$ cat config.mk
export PLATFORM = sky130hd
export DESIGN_NAME = reset_seq
export DESIGN_NICKNAME = d
export VERILOG_FILES = /design/src/rtl/reset_seq_pkg.sv /design/src/rtl/reset_seq_btn_debounce.sv /design/src/rtl/reset_seq.sv
export SDC_FILE = /design/constraint.sdc
export NUM_CORES = 1
export LEC_CHECK = 0
export CAP_MARGIN = 10
export CORE_ASPECT_RATIO = 0.9
export CORE_UTILIZATION = 60
export DETAILED_ROUTE_END_ITERATION = 10
export PLACE_DENSITY = 0.87
export SETUP_SLACK_MARGIN = 0.15
export SLEW_MARGIN = 20
export SYNTH_ARGS = -nofsm -noshare
export SYNTH_HDL_FRONTEND = slang
export SYNTH_SLANG_ARGS = --single-unit
export TNS_END_PERCENT = 20
$ cat constraint.sdc
create_clock -name clk -period 4.4 [get_ports clk]
set_input_delay 0.44 -clock clk [delete_from_list [all_inputs] [get_ports clk]]
set_output_delay 0.44 -clock clk [all_outputs]
set_load 0.05 [all_outputs]
$ cat src/rtl/reset_seq_pkg.sv
// Shared types and helpers for the board reset sequencer.
// Sequencer states, reset-cause encoding and counter sizing.
package reset_seq_pkg;

  typedef enum logic [1:0] {
    WAIT_LOCK = 2'd0,
    HOLD      = 2'd1,
    REL_SYS   = 2'd2,
    RUN       = 2'd3
  } state_e;

  typedef enum logic [1:0] {
    CAUSE_POR  = 2'd0,
    CAUSE_BTN  = 2'd1,
    CAUSE_LOCK = 2'd2,
    CAUSE_WDOG = 2'd3
  } cause_e;

  // One spare bit above the terminal count; counters clear at terminal so never wrap.
  function automatic int cnt_width(input int max_val);
    return $clog2(max_val) + 1;
  endfunction

  function automatic int max2(input int a, input int b);
    return (a > b) ? a : b;
  endfunction

endpackage

$ cat src/rtl/reset_seq_btn_debounce.sv
// Reset-button synchronizer and debouncer: btn_db_o follows the synchronized
// button only after DEBOUNCE_CYCLES consecutive cycles of disagreement.
module btn_debounce
  import reset_seq_pkg::*;
#(
  parameter int DEBOUNCE_CYCLES = 16
) (
  input  logic clk,
  input  logic arst_n,
  input  logic btn_i,
  output logic btn_db_o
);

  localparam int CW = cnt_width(DEBOUNCE_CYCLES);
  localparam logic [CW-1:0] CNT_LAST = CW'(DEBOUNCE_CYCLES - 1);

  logic [1:0]    sync_q;
  logic          btn_s;
  logic [CW-1:0] cnt_q, cnt_d;
  logic          db_q, db_d;

  assign btn_s = sync_q[1];

  // NOTE: every variable written here gets a default first so no latch is inferred.
  always_comb begin
    cnt_d = '0;
    db_d  = db_q;
    if (btn_s != db_q) begin
      if (cnt_q == CNT_LAST) begin
        db_d = btn_s;
      end else begin
        cnt_d = cnt_q + CW'(1);
      end
    end
  end

  // NOTE: sequential state uses non-blocking assignments so all flops update together.
  always_ff @(posedge clk or negedge arst_n) begin
    if (!arst_n) begin
      sync_q <= 2'b00;
      cnt_q  <= '0;
      db_q   <= 1'b0;
    end else begin
      sync_q <= {sync_q[0], btn_i};
      cnt_q  <= cnt_d;
      db_q   <= db_d;
    end
  end

  assign btn_db_o = db_q;

endmodule

$ cat src/rtl/reset_seq.sv
// Board reset generator: debounced button + PLL lock qualify a hold timer, then
// system reset releases before pixel reset. Optional watchdog: RESET_SEQ_WDOG_EN.
module reset_seq
  import reset_seq_pkg::*;
#(
  parameter int DEBOUNCE_CYCLES = 16,
  parameter int HOLD_CYCLES     = 16,
  parameter int STAGGER_CYCLES  = 8,
  parameter int WDOG_CYCLES     = 1024
) (
  input  logic       clk,
  input  logic       arst_n,
  input  logic       btn_i,
  input  logic       pll_locked_i,
  input  logic       wdog_kick_i,
  output logic       rst_sys_o,
  output logic       rst_pix_o,
  output logic       rst_done_o,
  output logic [1:0] cause_o
);

  localparam int CW = cnt_width(max2(HOLD_CYCLES, STAGGER_CYCLES));
  localparam logic [CW-1:0] HOLD_LAST = CW'(HOLD_CYCLES - 1);
  localparam logic [CW-1:0] STAG_LAST = CW'(STAGGER_CYCLES - 1);

  logic          btn_db;
  logic [1:0]    lock_sync_q;
  logic          lock_s;
  logic          fault;
  logic          wdog_fire;
  logic          go_wait;

  state_e        state_q, state_d;
  cause_e        cause_q, cause_d;
  logic [CW-1:0] cnt_q, cnt_d;
  logic          rst_sys_q, rst_sys_d;
  logic          rst_pix_q, rst_pix_d;
  logic          done_q, done_d;

  btn_debounce #(
    .DEBOUNCE_CYCLES(DEBOUNCE_CYCLES)
  ) u_btn_debounce (
    .clk      (clk),
    .arst_n   (arst_n),
    .btn_i    (btn_i),
    .btn_db_o (btn_db)
  );

  assign lock_s = lock_sync_q[1];
  assign fault  = btn_db | ~lock_s;

`ifdef RESET_SEQ_WDOG_EN
  localparam int WW = cnt_width(WDOG_CYCLES);
  logic [WW-1:0] wdog_q, wdog_d;

  assign wdog_fire = (state_q == RUN) && !wdog_kick_i && (wdog_q == WW'(WDOG_CYCLES - 1));
  assign wdog_d    = ((state_q == RUN) && (state_d == RUN) && !wdog_kick_i) ? wdog_q + WW'(1) : '0;

  always_ff @(posedge clk or negedge arst_n) begin
    if (!arst_n) wdog_q <= '0;
    else         wdog_q <= wdog_d;
  end
`else
  logic unused_kick;
  assign unused_kick = wdog_kick_i;
  assign wdog_fire   = 1'b0;
`endif

  always_comb begin
    state_d   = state_q;
    cnt_d     = cnt_q;
    rst_sys_d = rst_sys_q;
    rst_pix_d = rst_pix_q;
    done_d    = done_q;
    cause_d   = cause_q;
    go_wait   = 1'b0;

    case (state_q)
      WAIT_LOCK: begin
        if (!fault) begin
          state_d = HOLD;
          cnt_d   = '0;
        end
      end
      HOLD: begin
        cnt_d = cnt_q + CW'(1);
        if (fault) begin
          go_wait = 1'b1;
        end else if (cnt_q == HOLD_LAST) begin
          state_d   = REL_SYS;
          rst_sys_d = 1'b0;
          cnt_d     = '0;
        end
      end
      REL_SYS: begin
        cnt_d = cnt_q + CW'(1);
        if (fault) begin
          go_wait = 1'b1;
        end else if (cnt_q == STAG_LAST) begin
          state_d   = RUN;
          rst_pix_d = 1'b0;
          done_d    = 1'b1;
          cnt_d     = '0;
        end
      end
      RUN: begin
        if (fault || wdog_fire) go_wait = 1'b1;
      end
      default: go_wait = 1'b1;
    endcase

    // Re-entering WAIT_LOCK reasserts both resets and records why; button outranks lock.
    if (go_wait) begin
      state_d   = WAIT_LOCK;
      cnt_d     = '0;
      rst_sys_d = 1'b1;
      rst_pix_d = 1'b1;
      done_d    = 1'b0;
      if (btn_db)       cause_d = CAUSE_BTN;
      else if (!lock_s) cause_d = CAUSE_LOCK;
      else              cause_d = CAUSE_WDOG;
    end
  end

  always_ff @(posedge clk or negedge arst_n) begin
    if (!arst_n) begin
      lock_sync_q <= 2'b00;
      state_q     <= WAIT_LOCK;
      cnt_q       <= '0;
      rst_sys_q   <= 1'b1;
      rst_pix_q   <= 1'b1;
      done_q      <= 1'b0;
      cause_q     <= CAUSE_POR;
    end else begin
      lock_sync_q <= {lock_sync_q[0], pll_locked_i};
      state_q     <= state_d;
      cnt_q       <= cnt_d;
      rst_sys_q   <= rst_sys_d;
      rst_pix_q   <= rst_pix_d;
      done_q      <= done_d;
      cause_q     <= cause_d;
    end
  end

  assign rst_sys_o  = rst_sys_q;
  assign rst_pix_o  = rst_pix_q;
  assign rst_done_o = done_q;
  assign cause_o    = cause_q;

endmodule
; ---- Word-level counts from Yosys, hierarchy flattened
; Index checks and enable logic that the tools add are counted.
[word_totals]
input_bits = 5
register_bits = 22
word_cells = 71
out_inout_bits = 5
[classes]
eq_ne = 13
n_addsub = 2
mux = 32
n_reduce_logical = 12
bitwise = 2
[ops]
columns = operator, count
row1 = 2-to-1 mux 5 bit, 8
row2 = 2-to-1 mux 1 bit, 15
row3 = "inequality test 3 bit, second input constant", 5
row4 = case mux 5 bit (3 select lines), 1
row5 = 2-to-1 mux 2 bit, 7
row6 = "adder 5 x 1 -> 5 bit, second input constant", 2
row7 = "== test 5 x 4 -> 1 bit, second input constant", 2
row8 = nonzero test 2 bit, 4
row9 = case mux 2 bit (3 select lines), 1
row10 = AND reduction 3 bit, 2
row11 = AND reduction 6 bit, 1
row12 = "== test 5 x 3 -> 1 bit, second input constant", 1
row13 = "== test 2 bit, second input constant", 2
row14 = AND reduction 2 bit, 2
row15 = nonzero test 4 bit, 1
row16 = OR reduction 3 bit, 1
row17 = "== test 2 x 1 -> 1 bit, second input constant", 1
row18 = zero test 2 bit, 1
row19 = "inequality test 2 x 1 -> 1 bit, second input constant", 1
row20 = inequality test 1 bit, 1
row21 = inverter 1 bit, 1
row22 = OR 1 bit, 1

; ---- Longest topological paths before layout
[depth]
depth_word = 6
depth_mapped = 8
ltp_nobuf = 8

; ---- Modules after synthesis
; A second synthesis with hierarchy kept.
[unflattened]
cells_unflattened = 107
area_unflattened_um2 = 1141.1
[by_module_without_submodules]
columns = module, cells_per_inst, seq_area_each_um2, area_per_inst_um2, n_inst
row1 = reset_seq, 84, 352.8, 837.1, 1
row2 = btn_debounce, 23, 200.2, 304.0, 1

; ---- Least setup slack after synthesis
; Ideal clock, no wire load.
[synth_timing]
path_kind = flip-flop to flip-flop
from = register state_q[1]
to = register cnt_q[3]
t_arrival_ps = 1773
t_required_ps = 4289
path_buffers = 1
path_slack_ps = 2516
synth_period_minus_slack_ps = 1884
setup_ps = 111
path_stages_with_launch = 7
cell_sequence = dfrtp_1 clkbuf_1 inv_1 ha_1 mux2_8 mux2i_1 a2111oi_2
[synth_via]
elab_chain_cells = 5
word_cells_on_any_way = 11
classes_between = 4 x eq/ne / 3 x mux / 4 x reduce/logical
[synth_lines]
columns = element, line
row1 = start: declaration, reset_seq.sv:33  ; state_e state_q, state_d;
row2 = start signal: assignment, reset_seq.sv:136  ; state_q <= state_d;
row3 = == test 2 bit / == test 2 x 1 -> 1 bit (equally long branches), reset_seq.sv:78  ; case (state_q)
row4 = OR reduction 3 bit (no line), --
row5 = 2-to-1 mux 1 bit, --
row6 = inequality test 3 bit (no line) / nonzero test 4 bit (equally long branches), --
row7 = AND reduction 2 bit (no line), --
row8 = end signal: assignment, reset_seq.sv:137  ; cnt_q <= cnt_d;
row9 = end: declaration, reset_seq.sv:35  ; logic [CW-1:0] cnt_q, cnt_d;
; Parallel ways exist; a longest one is shown, timed or not.
; A chain may end at the register's enable or synchronous reset.

; ---- Worst setup path in the final report
[layout_timing]
from = register rst_pix_q, in the netlist rst_pix_o
to = output port rst_pix_o
[layout_rtl]
columns = element, line
row1 = start: declaration, reset_seq.sv:37  ; logic rst_pix_q, rst_pix_d;
row2 = start signal: assignment, reset_seq.sv:139  ; rst_pix_q <= rst_pix_d;
row3 = end: declaration, reset_seq.sv:17  ; output logic rst_pix_o,
; No word-level cell between the ends.

==> metrics <==
syn nets between 100 and 150; GPL Wtd Cong 0.8633; Post-Syn Area approximately 1100 um2; CP max FO 3; Post-CTS Setup Bufs 0; number of global-route vias before repair roughly 840; Post-synth ARST share 1.000; Crit path buffers/inverters 1; final hold vios 0; TNS Setup 0 ns; commonest non-fill, non-tap cell in the layout dfrtp_1; worst endpoint required time 3.96 ns; commonest register cell after synthesis dfrtp_1; status complete, no violations; cts bufs inserted 3; register area share after synthesis 0.4841; Storage cell area approximately 550 um2; DRT Wirelength 2337 um; Post-CTS Hold Buffers 0; ranking of synthesized cells by area dfrtp_1 (44%), ha_1 (8.8%), dfstp_2 (4.6%); largest net degree at the start of global routing 23; DIE HEIGHT about 43 um; synthesis warning total 0; Remaining DRCs 0; Clock Latency Late Sink roughly 0.31 ns; Synth area leader dfrtp_1; CTS tree built; slew margin rel. 0.4990; delay-heaviest family, CP buffers and inverters; Critical Path Sink Type output pin; Peak VDD IR between 0.5 and 0.6 mV; top cell type's share of synthesized area 0.4381; CP peak stage delay around 0.8 ns; HPWL Detailed ~1700 um; share of layout cells above drive strength 1 0.1130; Crit Path Class register to output pin; Starting DRT DRC Count 17; fin util 0.7475; Worst setup SP type register; RSZ-0062 raised after global routing false; Final setup viols 0; first-pass GRT wire length approximately 3900 um; Leak Pwr between 0.5 and 0.6 nW; vias per cell 6.173; slowest CP cell clkdlybuf4s50_1; total power roughly 0.69 mW; root buffer cell clkbuf_4; max_cap viols 0; core area approximately 1700 um2; antenna violations before repair 0; mean post-synth cell area 10.98 um2; DRT Pass-1 Iters 5; Routed Antenna Nets 0; crit path time final 2.113 ns; pwr/cell area between 500 and 600 nW/um2; EDFF count, synth 0; GR Overflow Total 0; FILL cells between 100 and 150; antenna diode count 0; Clock Skew 0.002353 ns; Overall Global Routing Usage 0.2716; area of the die 2083 um2; die width about 48 um; area of the multi-input gates approximately 560 um2; CP cell instances clkdlybuf4s50_1; port buffer count 8; num rows 14; Initial Util 0.6587; drt wl/cell 16.81 um; final worst path period share 0.4802; Synth Instances ~100; Final #Nets roughly 130; Syn-to-layout area delta 13.47%; commonest cells after routing, fill and taps aside dfrtp_1 (20), nor2_1 (10), o21ai_0 (8), ha_1 (8); Max Slew Vio Count 0; Achievable Freq roughly 470 MHz; H-Tree Depth 1; Slew @ Worst Pin 0.7488 ns; post-synth cell types 36; CP arrival 1.67 ns; Max Buffers Root-to-Sink 2; Min-Delay Path Class primary input to async pin; Worst-path clk slew between 0.1 and 0.15 ns; CTS sink cnt 22; post_cts resized 0; flops & latches, synth 22; Via Count between 800 and 900; I/O pin cnt 10
-- cell families after synthesis --
| logic type | after synthesis | share of synthesized area |
|---|---|---|
| fa+ha+maj | 8 | 0.08763 |
| simple gates | 30 | 0.1325 |
| compound gates | 27 | 0.1785 |
| flops | 22 | 0.4841 |
| xor+xnor | 3 | 0.02301 |
| mux | 6 | 0.06790 |
| buf+inv | 8 | 0.02629 |
-- cell type report --
type	instances	area share
Clock inverter	1	0.02317
Sequential cell	22	0.4266
Inverter	7	0.02027
Multi-Input combinational cell	74	0.4315
Timing Repair Buffer	8	0.05792
Clock buffer	3	0.01737
Tap cell	24	0.02317
-- per-stage QoR --
step | hold slack [ns] | cells | area (um2) | setup WS (ns)
after detailed placement | 0.3411 | 135 | 1249 | 2.414
after CTS | 0.3703 | 139 | 1301 | 2.271
after global routing | 0.1076 | 139 | 1296 | 2.250
after floorplan | 0.1444 | 104 | 1142 | 2.516
after global placement | 0.3333 | 135 | 1249 | 2.496
final | 0.07126 | 139 | 1296 | 2.287
-- sequential cells by signal, indices dropped and copies added (netlist names) --
signal,count
state_q,2
cnt_q,5
u_btn_debounce.btn_db_o,1
lock_sync_q,2
rst_sys_o,1
rst_pix_o,1
rst_done_o,1
cause_o,2
u_btn_debounce.sync_q,2
u_btn_debounce.cnt_q,5
-- layer usage --
metal / GRT usage / up-vias / part of all wire
met2: 0.4351 / 25 / 0.50
met3: 0.07500 / 2 / 0.046
met4: 0.06667 / 0 / 0.0077
li1: - / 405 / -
met5: 0 / - / 0
met1: 0.3641 / 426 / 0.44
-- cell usage after synthesis, drive strengths merged (3+ instances only) --
cell,instances
a21oi,3
a31oi,3
dfrtp,20
ha,8
inv,7
mux2i,4
nand2,3
nand3,6
nor2,10
o21ai,9
xor2,3
-- power by group --
| part | switching (mW) | total (mW) | leakage, nW | internal [mW] |
|---|---|---|---|---|
| Clock | 0.0616 | 0.154 | 0.0279 | 0.0921 |
| Combinational | 0.172 | 0.283 | 0.288 | 0.112 |
| Sequential | 0.0276 | 0.254 | 0.280 | 0.226 |
| Total | 0.261 | 0.691 | 0.596 | 0.430 |
-- worst paths after layout --
check	from	to	slack, ns	cells after the start
worst max-delay path	rst_pix_o	rst_pix_o	2.29	1
worst min-delay path	arst_n	u_btn_debounce.cnt_q[0]	0.07	1
worst max register to register	state_q[0]	cnt_q[3]	2.37	5
worst min register to register	u_btn_debounce.sync_q[0]	u_btn_debounce.sync_q[1]	0.36	0
max in group asynchronous	arst_n	rst_sys_o	3.97	1
min in group clk	u_btn_debounce.sync_q[0]	u_btn_debounce.sync_q[1]	0.36	0
No activity file was read; power rests on OpenSTA's default activity.
